## config.mk

```make
export PLATFORM = sky130hd
export DESIGN_NAME = pio_host_ctrl
export DESIGN_NICKNAME = d
export VERILOG_FILES = /design/src/rtl/pio_pkg.sv /design/src/rtl/pio_host_ctrl.sv
export SDC_FILE = /design/constraint.sdc
export NUM_CORES = 1
export LEC_CHECK = 0
export CAP_MARGIN = 25
export CORE_AREA = 2 2 110 101
export CTS_CLUSTER_SIZE = 16
export DETAILED_ROUTE_END_ITERATION = 8
export DIE_AREA = 0 0 112 103
export DONT_BUFFER_PORTS = 1
export GPL_TIMING_DRIVEN = 0
export PLACE_DENSITY_LB_ADDON = 0.12
export SLEW_MARGIN = 25
export SYNTH_ARGS = -nofsm -noshare
export SYNTH_HDL_FRONTEND = slang
export SYNTH_SLANG_ARGS = --single-unit
```

## constraint.sdc

```tcl
create_clock -name clk -period 5.5 [get_ports clk]
set_input_delay 1.1 -clock clk [delete_from_list [all_inputs] [get_ports clk]]
set_output_delay 1.1 -clock clk [all_outputs]
set_load 0.005 [all_outputs]
```

## src/rtl/pio_pkg.sv

```systemverilog
// pio_pkg: constants shared between the pio block and its host sequencer.
//   - pio action codes (NONE .. IN_SYNC_BYPASS, 0-25)
//   - host sequencer FSM state encoding
//   - host request address field positions
package pio_pkg;

    // pio action codes
    localparam logic [5:0] ACT_NONE           = 6'd0;
    localparam logic [5:0] ACT_INSTR          = 6'd1;
    localparam logic [5:0] ACT_WR_CTRL        = 6'd2;
    localparam logic [5:0] ACT_PULL           = 6'd3;
    localparam logic [5:0] ACT_PUSH           = 6'd4;
    localparam logic [5:0] ACT_WR_CLKDIV      = 6'd5;
    localparam logic [5:0] ACT_WR_EXECCTRL    = 6'd6;
    localparam logic [5:0] ACT_WR_SHIFTCTRL   = 6'd7;
    localparam logic [5:0] ACT_WR_PINCTRL     = 6'd8;
    localparam logic [5:0] ACT_EXEC           = 6'd9;
    localparam logic [5:0] ACT_WR_INPUT_SYNC  = 6'd10;
    localparam logic [5:0] ACT_RD_IRQ         = 6'd11;
    localparam logic [5:0] ACT_RD_FSTAT       = 6'd12;
    localparam logic [5:0] ACT_RD_FDEBUG      = 6'd13;
    localparam logic [5:0] ACT_RD_FLEVEL      = 6'd14;
    localparam logic [5:0] ACT_RD_ADDR        = 6'd15;
    localparam logic [5:0] ACT_RD_INSTR       = 6'd16;
    localparam logic [5:0] ACT_RD_IRQ0_INTS   = 6'd17;
    localparam logic [5:0] ACT_RD_IRQ1_INTS   = 6'd18;
    localparam logic [5:0] ACT_WR_IRQ         = 6'd19;
    localparam logic [5:0] ACT_WR_IRQ_FORCE   = 6'd20;
    localparam logic [5:0] ACT_WR_IRQ0_INTE   = 6'd21;
    localparam logic [5:0] ACT_WR_IRQ1_INTE   = 6'd22;
    localparam logic [5:0] ACT_WR_IRQ0_INTF   = 6'd23;
    localparam logic [5:0] ACT_WR_IRQ1_INTF   = 6'd24;
    localparam logic [5:0] ACT_IN_SYNC_BYPASS = 6'd25;
    localparam logic [5:0] ACT_MAX            = ACT_IN_SYNC_BYPASS;

    // host sequencer states
    localparam logic [2:0] ST_IDLE    = 3'd0;
    localparam logic [2:0] ST_DECODE  = 3'd1;
    localparam logic [2:0] ST_WAIT    = 3'd2;
    localparam logic [2:0] ST_ISSUE   = 3'd3;
    localparam logic [2:0] ST_CAPTURE = 3'd4;
    localparam logic [2:0] ST_RESP    = 3'd5;

    // host address fields
    localparam int ADDR_INSTR_BIT = 7;   // 1: instruction-memory write
    localparam int ADDR_MIDX_HI   = 6;
    localparam int ADDR_MIDX_LO   = 5;
    localparam int ADDR_FIELD_HI  = 4;   // action or instr index, [4:0]

endpackage

```

## src/rtl/pio_host_ctrl.sv

```systemverilog
// pio_host_ctrl: single-outstanding host sequencer in front of pio.
// Turns one host request into one single-cycle pio strobe, waits on
// TX-full / RX-empty for PUSH / PULL with a bounded timeout, captures
// pio_dout for reads and returns exactly one response per request.
// Ports:
//   clk, reset                 clock, async active-high reset
//   req_valid/ready/write/addr/wdata   host request channel
//   rsp_valid/ready/rdata/err          host response channel
//   pio_action/mindex/index/din        strobe to pio (action 0 when idle)
//   pio_dout                   pio read data, valid the cycle after the strobe
//   tx_full, rx_empty          per-SM FIFO status from pio
module pio_host_ctrl
    import pio_pkg::*;
#(
    parameter int TIMEOUT = 255,
    parameter int TO_W    = 8
) (
    input  logic        clk,
    input  logic        reset,
    input  logic        req_valid,
    output logic        req_ready,
    input  logic        req_write,
    input  logic [7:0]  req_addr,
    input  logic [31:0] req_wdata,
    output logic        rsp_valid,
    input  logic        rsp_ready,
    output logic [31:0] rsp_rdata,
    output logic        rsp_err,
    output logic [5:0]  pio_action,
    output logic [1:0]  pio_mindex,
    output logic [4:0]  pio_index,
    output logic [31:0] pio_din,
    input  logic [31:0] pio_dout,
    input  logic [3:0]  tx_full,
    input  logic [3:0]  rx_empty
);

    localparam logic [TO_W:0] TO_LIM = (TO_W+1)'(TIMEOUT);

    logic [2:0]    state, state_n;
    logic          lat_write;
    logic [7:0]    lat_addr;
    logic [31:0]   lat_wdata;
    logic [TO_W-1:0] cnt;
    logic [TO_W:0] cnt_inc;
    logic          is_instr, legal, blocked, fail;
    logic [5:0]    act;
    logic [1:0]    midx;

    // Reads are legal only on read-only actions, writes only on the rest;
    // instruction-memory space is write-only.
    function automatic logic access_ok(input logic wr, input logic [7:0] addr);
        logic [5:0] a;
        logic       ro;
        a  = {1'b0, addr[ADDR_FIELD_HI:0]};
        ro = (a == ACT_NONE) || (a == ACT_PULL) ||
             (a >= ACT_RD_IRQ && a <= ACT_RD_IRQ1_INTS);
        if (addr[ADDR_INSTR_BIT])
            access_ok = wr;
        else if (a > ACT_MAX)
            access_ok = 1'b0;
        else
            access_ok = wr ? !ro : ro;
    endfunction

    assign is_instr = lat_addr[ADDR_INSTR_BIT];
    assign act      = is_instr ? ACT_INSTR : {1'b0, lat_addr[ADDR_FIELD_HI:0]};
    assign midx     = is_instr ? 2'd0 : lat_addr[ADDR_MIDX_HI:ADDR_MIDX_LO];
    assign legal    = access_ok(lat_write, lat_addr);
    assign blocked  = (act == ACT_PUSH && tx_full[midx]) ||
                      (act == ACT_PULL && rx_empty[midx]);
    assign cnt_inc  = {1'b0, cnt} + 1'b1;

    always_comb begin
        state_n = state;
        fail    = 1'b0;
        case (state)
            ST_IDLE:
                if (req_valid && req_ready) state_n = ST_DECODE;
            ST_DECODE: begin
                if (!legal) begin
                    state_n = ST_RESP;
                    fail    = 1'b1;
                end else if (blocked) begin
                    if (TIMEOUT == 0) begin
                        state_n = ST_RESP;
                        fail    = 1'b1;
                    end else begin
                        state_n = ST_WAIT;
                    end
                end else begin
                    state_n = ST_ISSUE;
                end
            end
            ST_WAIT: begin
                // release wins over timeout on the same cycle
                if (!blocked) begin
                    state_n = ST_ISSUE;
                end else if (cnt_inc >= TO_LIM) begin
                    state_n = ST_RESP;
                    fail    = 1'b1;
                end
            end
            ST_ISSUE:   state_n = ST_CAPTURE;
            ST_CAPTURE: state_n = ST_RESP;
            ST_RESP:
                if (rsp_ready) state_n = ST_IDLE;
            default:    state_n = ST_IDLE;
        endcase
    end

    always_ff @(posedge clk or posedge reset) begin
        if (reset) begin
            state      <= ST_IDLE;
            req_ready  <= 1'b1;
            rsp_valid  <= 1'b0;
            rsp_rdata  <= '0;
            rsp_err    <= 1'b0;
            pio_action <= ACT_NONE;
            pio_mindex <= '0;
            pio_index  <= '0;
            pio_din    <= '0;
            lat_write  <= 1'b0;
            lat_addr   <= '0;
            lat_wdata  <= '0;
            cnt        <= '0;
        end else begin
            state     <= state_n;
            req_ready <= (state_n == ST_IDLE);
            rsp_valid <= (state_n == ST_RESP);

            if (state == ST_IDLE && req_valid && req_ready) begin
                lat_write <= req_write;
                lat_addr  <= req_addr;
                lat_wdata <= req_wdata;
            end

            if (state == ST_DECODE)
                cnt <= '0;
            else if (state == ST_WAIT && blocked && cnt != '1)
                cnt <= cnt + 1'b1;

            // strobe is registered on entry to ISSUE, so it lives exactly one cycle
            if (state_n == ST_ISSUE) begin
                pio_action <= act;
                pio_mindex <= midx;
                pio_index  <= is_instr ? lat_addr[ADDR_FIELD_HI:0] : 5'd0;
                pio_din    <= lat_write ? lat_wdata : 32'd0;
            end else begin
                pio_action <= ACT_NONE;
                pio_mindex <= '0;
                pio_index  <= '0;
                pio_din    <= '0;
            end

            if (state == ST_CAPTURE) begin
                rsp_rdata <= lat_write ? 32'd0 : pio_dout;
                rsp_err   <= 1'b0;
            end else if (fail) begin
                rsp_rdata <= '0;
                rsp_err   <= 1'b1;
            end else if (state == ST_RESP && rsp_ready) begin
                rsp_rdata <= '0;
                rsp_err   <= 1'b0;
            end
        end
    end

endmodule

```

**Word level (Yosys, flattened, before mapping)**

Cells that the tools add are included.
Widths: inputs -> output; s select.

- $add $sub $neg: 2
- Multiply operators: 0
- Div/mod/pow operators: 0
- Order comparisons: 5
- Equality and inequality tests: 11
- Shift operators: 0
- Mux-type cells: 35
- Bitwise operators: 0
- Reduce and logical (&&, ||, !) cells: 18

Operator list:

| cell | count |
|---|---|
| $mux 32 | 6 |
| $mux 5 | 4 |
| $pmux 3 s6 | 1 |
| $mux 8 | 2 |
| $mux 3 | 5 |
| $mux 1 | 12 |
| $eq 5x2->1 const B | 2 |
| $add 8x1->9 const B | 1 |
| $eq 3x2->1 const B | 3 |
| $eq 3x3->1 const B | 3 |
| $ge 9x8->1 const B | 1 |
| $logic_and 1x1->1 | 9 |
| $add 8x1->8 const B | 1 |
| $ne 8x8->1 const B | 1 |
| $logic_not 3->1 | 2 |
| $eq 5x3->1 const B | 1 |
| $ge 5x4->1 const B | 1 |
| $gt 5x5->1 const B | 1 |
| $le 5x5->1 const B | 1 |
| $logic_not 5->1 | 1 |
| $bmux 1 s2 | 2 |
| $mux 2 | 2 |
| $eq 3x1->1 const B | 1 |
| $logic_or 1x1->1 | 3 |
| 5 further kinds | 5 |

- Flip-flop bits (word level): 132
- Latch bits: 0
- Memory bits (writable): 0
- Bits in read-only memories: 0
- Bits of input ports: 85
- Output and inout bits: 80
- Word-level logic and storage cells: 84
- Memories: 0

**Depth between registers and ports, before layout**

- Depth after elaboration: 11
- Depth in mapped cells: 10
- Depth with buffers taken out: 8

**Worst setup path after synthesis**

Ideal clock, no wire load.

- Path type: input -> register
- From: in rx_empty[3]
- To: reg pio_din[10]
- Library setup time: 96 ps
- Arrival time: 2871 ps
- Data required time: 5404 ps
- Slack: 2533 ps
- Cell stages on the path: 8
- Path buffers: 2
- Cell sequence: mux4_2 -> nand4b_1 -> o31ai_2 -> and4_4 -> or3_1 -> buf_2 -> buf_6 -> nor4_2

- Cells in the longest elaborated chain, start to end: 9
- Elaborated cells on any way between the ends: 10
- Those cells by class: eq/ne (1); mux (7); reduce/logical (2)

RTL lines:

| what | line | source |
|---|---|---|
| from (decl) | pio_host_ctrl.sv:35 | `input logic [3:0] rx_empty` |
| $bmux 1 s2 (*) | pio_host_ctrl.sv:71 | `(act == ACT_PULL && rx_empty[midx]);` |
| $mux 1 (implied by the code) (*) | pio_host_ctrl.sv:71 |  |
| $logic_and 1x1->1 (*) | pio_host_ctrl.sv:71 |  |
| $logic_or 1x1->1 (*) | pio_host_ctrl.sv:70 | `assign blocked = (act == ACT_PUSH && tx_full[midx]) \|\|` |
| $mux 1 | pio_host_ctrl.sv:84 | `end else if (blocked) begin` |
| $mux 3 | pio_host_ctrl.sv:81 | `if (!legal) begin` |
| $pmux 3 s6 (*) | pio_host_ctrl.sv:77 | `case (state)` |
| $eq 3x2->1 (*) | pio_host_ctrl.sv:144 | `if (state_n == ST_ISSUE) begin` |
| $mux 32 (*) | pio_host_ctrl.sv:144 |  |
| to (signal assigned) | pio_host_ctrl.sv:148 | `pio_din <= lat_write ? lat_wdata : 32'd0;` |
| to (decl) | pio_host_ctrl.sv:32 | `output logic [31:0] pio_din,` |

Mark *: on every way between the ends. The rest lies on a longest branch, timed or not. The select of a mux whose other input is x is not followed.
A chain may end at the register's enable or synchronous reset.

**Final worst setup path**

- From: reg cnt[0]
- To: reg pio_din[23]

- Cells in the longest elaborated chain, start to end: 7

RTL lines:

| what | line | source |
|---|---|---|
| from (decl) | pio_host_ctrl.sv:44 | `logic [TO_W-1:0] cnt;` |
| from (signal assigned) | pio_host_ctrl.sv:141 | `cnt <= cnt + 1'b1;` |
| $add 8x1->9 | pio_host_ctrl.sv:72 | `assign cnt_inc = {1'b0, cnt} + 1'b1;` |
| $ge 9x8->1 | pio_host_ctrl.sv:99 | `end else if (cnt_inc >= TO_LIM) begin` |
| $mux 3 | pio_host_ctrl.sv:99 |  |
| $mux 3 | pio_host_ctrl.sv:97 | `if (!blocked) begin` |
| $pmux 3 s6 | pio_host_ctrl.sv:77 |  |
| $eq 3x2->1 | pio_host_ctrl.sv:144 |  |
| $mux 32 | pio_host_ctrl.sv:144 |  |

No other way between the ends.

==> run_results.csv <==
group,metric,value,unit
global_route,grt_pass1_vias,3658,
worst_setup_path,crit_required,5.77,ns
run,cap_viol_max_count,0,
route,wirelength,12.17,mm
clock_network,root_buffer,"clkbuf_16",
timing,grt_setup_unrepaired,"false",
route,drt_iter0_markers,171,
worst_setup_path,crit_fanout,10,
route,wl_met3,1.234,mm
floorplanning,start_util,0.5312,
min_path,hold_class,"input pin to async pin",
clock_network,clock_tree.buffer_depth,2,
floorplanning,core,10540,µm²
route,firstDrtPassIters,4,
timing,fin_tns_setup,0,ns
worst_setup_path,critPathArrivalTime,3.29,ns
route,post_drt_via_cell_ratio,5.878,
logic_synthesis,syn-cell-area,5599,µm²
global_route,grt_pass1_wl,19.42,mm
worst_setup_path,critPathSlowestCell,"a31oi_2",
logic_synthesis,synth.avg_cell_area,12.50,µm²
global_route,antenna_found_initial,2,
floorplanning,die_h,103,µm
route,drc,0,
worst_setup_path,crit_type,"flip-flop to flip-flop",
route,top_layer,"met4",
global_route,grt_max_degree,100,
pwr,power_density,610.8,nW/µm²
route,ant_nets,0,
timing,period_share,0.5496,
timing,slew_viol_final,0,
route,wl_per_cell,19.75,µm
logic_synthesis,yosys_warnings,0,
logic_synthesis,synth-edff-count,0,
placed_design,io_buffer_count,0,
route,via_count,3621,
worst_setup_path,end_kind,"flip-flop",
floorplanning,io_pins,165,
route,wl_met1,4.792,mm
floorplanning,rows,36,
worst_setup_path,r2r_cells,9,
pwr,ir_worst_vdd,0.0004133,V
worst_setup_path,r2r_setup_slack,2.48,ns
timing,period_minus_slack,3.023,ns
clock_network,clock_latency,0.42,ns
timing,setup_viol,0,
finish,nets,555,
logic_synthesis,synth_flop_cell,"dfrtp_1",
logic_synthesis,syn_nets,535,
clock_network,cts_hold_buf,0,
pwr,p_leak,2.804,nW
timing,final.setup_skew,0.02107,ns
pwr,power,3.928,mW
finish,drive_gt1_frac,0.2786,
clock_network,cts_setup_buffers,0,
clock_network,cts_num_sinks,131,
finish,fillers,839,
clock_network,clk_pin_slew,0.06,ns
worst_setup_path,r2r-end,"pio_din[23]",
route,wl_met2,5.838,mm
clock_network,htree_levels,4,
timing,hold_viol_final,0,
logic_synthesis,yosys.cell_types.count,55,
floorplanning,die_x,112,µm
worst_setup_path,crit_chain,"ha_1, clkbuf_1, xor2_1, o2111ai_1, o21bai_1, nand3_1, a31oi_2, buf_2, nor4_2",
logic_synthesis,synth-seq-cells,131,
clock_network,cts_buffers,17,
timing,max_clock_freq,0.3308,GHz
clock_network,cts-resized-gates,0,
global_route,grt_use_total,0.2197,
finish,multi_input_area,2098,µm²
placed_design,gp_congestion,0.8863,
floorplanning,dieArea,11540,µm²
clock_network,tritoncts,"built",
logic_synthesis,ys_async_sr_fraction,1.000,
logic_synthesis,ys_seq_area_frac,0.5857,
placed_design,dp_hpwl,8.188,mm
logic_synthesis,synthTopCellsByArea,"dfrtp_1 (58%), nor4_2 (8.3%), mux2_2 (7.8%)",
worst_setup_path,crit_buf_inv,2,
timing,worst_pin_slew,0.7401,ns
status,outcome,"complete, no violations",
logic_synthesis,synth_cells,448,
finish,seq_area,3279,µm²
logic_synthesis,yosysTopAreaCell,"dfrtp_1",
timing,maxSlewHeadroom,0.5050,
worst_setup_path,r2r_start,"cnt[0]",
global_route,grt-ovfl-total,0,
logic_synthesis,synth_top_cell_area_share,0.5810,
worst_setup_path,cp_top_family,"compound AO/OA/AOI/OAI gates",
finish,syn_to_final_growth,14.86,%
worst_setup_path,start_kind,"flip-flop",
worst_setup_path,critPathMaxStageDelay,0.67,ns
[where the power goes]
| group | switching [mW] | internal [mW] |
|---|---|---|
| clock network | 0.406 | 0.767 |
| logic | 0.883 | 0.464 |
| registers | 0.174 | 1.23 |
[Yosys cell counts (all sizes together), types with 4 or more instances]
cell and instances:
nor2 22, dfrtp 130, nor3 8, a21oi 5, nand2b 4, nor4 37, o21ai 11, clkbuf 19
mux2 41, nand2 56, a22o 32, inv 9, nand3 8, buf 17
[worst reg2reg max path, stage by stage, from the launching register on]
cell and delay, ns:
dfrtp_1 0.45, ha_1 0.18, clkbuf_1 0.29, xor2_1 0.23, o2111ai_1 0.15, o21bai_1 0.25
nand3_1 0.16, a31oi_2 0.67, buf_2 0.43, nor4_2 0.08
[cell families (layout without fill, tap and decap cells)]
logic type	after synthesis	after routing	share of synthesized area
xor+xnor	4	4	0.006258
other cells	1	3	0.0006697
buf+inv	45	78	0.03955
mux	43	43	0.08827
simple gates	152	152	0.1761
flops	131	131	0.5857
fa+ha+maj	2	2	0.004469
compound gates	70	70	0.09900
[area by class of cell]
cell class | instances | area share
Inverter | 9 | 0.006420
Multi-Input combinational cell | 272 | 0.3263
Clock buffer | 18 | 0.06829
Timing Repair Buffer | 1 | 0.004280
Tap cell | 133 | 0.02588
Clock inverter | 14 | 0.02899
Buffer | 36 | 0.02918
Antenna cell | 2 | 0.0007782
Sequential cell | 131 | 0.5099
[layer usage]
layer / up-vias / global-route usage
li1: 1645 / -
met1: 1806 / 0.2572
met2: 149 / 0.3417
met3: 21 / 0.1111
met4: 0 / 0.1060
met5: - / 0
[registers in the layout, indices dropped and copies added (netlist names), 2 cells and up]
register and flops:
cnt 8, lat_addr 8, lat_wdata 32, pio_action 5, pio_din 32, pio_index 5
pio_mindex 2, rsp_rdata 32, state 3
[how the worst max path moves through the flow]
stage               startpoint     endpoint  slack, ns  cells after the start
floorplan                reset       cnt[0]       0.90                      1
global placement         reset   pio_din[9]      -0.32                      1
detailed placement  tx_full[3]  pio_din[24]       2.16                      7
CTS                     cnt[0]  pio_din[23]       2.48                      9
global route            cnt[0]  pio_din[22]       2.23                      9
finish                  cnt[0]  pio_din[23]       2.48                      9
[through the flow]
step	hold slack (ns)	setup slack, ns	util	std cells	cell area, µm²
2_1_floorplan	0.4805	0.9040	-	448	5599
3_3_place_gp	0.4894	-0.3153	0.5470	581	5766
3_5_place_dp	0.4957	2.156	0.5503	582	5801
4_1_cts	0.4793	2.484	0.6097	614	6426
5_1_grt	0.4820	2.231	0.6102	616	6431
6_report	0.4836	2.477	0.6102	616	6431
[cell usage in the layout (no fill, tap or decap), types with 2 or more instances in the layout]
master      netlist  routed
mux2_1            2       2
dfrtp_1         130     130
nor2b_1           2       2
clkinv_2          0       5
a21oi_1           5       5
nand4b_1          3       3
and2_1            2       2
bufinv_16         0       4
clkbuf_16         0      17
xor2_1            3       3
clkinv_4          0       3
inv_1             9       8
clkinvlp_4        0       2
nand2_1          56      56
a211oi_1          2       2
nand3_1           8       8
diode_2           0       2
mux2_2           39      39
nor4_2           37      37
a22o_1           32      32
clkbuf_1         19      19
buf_4             3       3
nand2b_1          4       4
and3_1            2       2
ha_1              2       2
buf_2             9       9
or3_1             2       2
a31o_1            2       2
buf_6             4       4
nor2_1           22      22
a31oi_1           2       2
nor3_1            8       8
o21ai_0          11      11
Note: power is estimated with default switching activity, not from simulation.
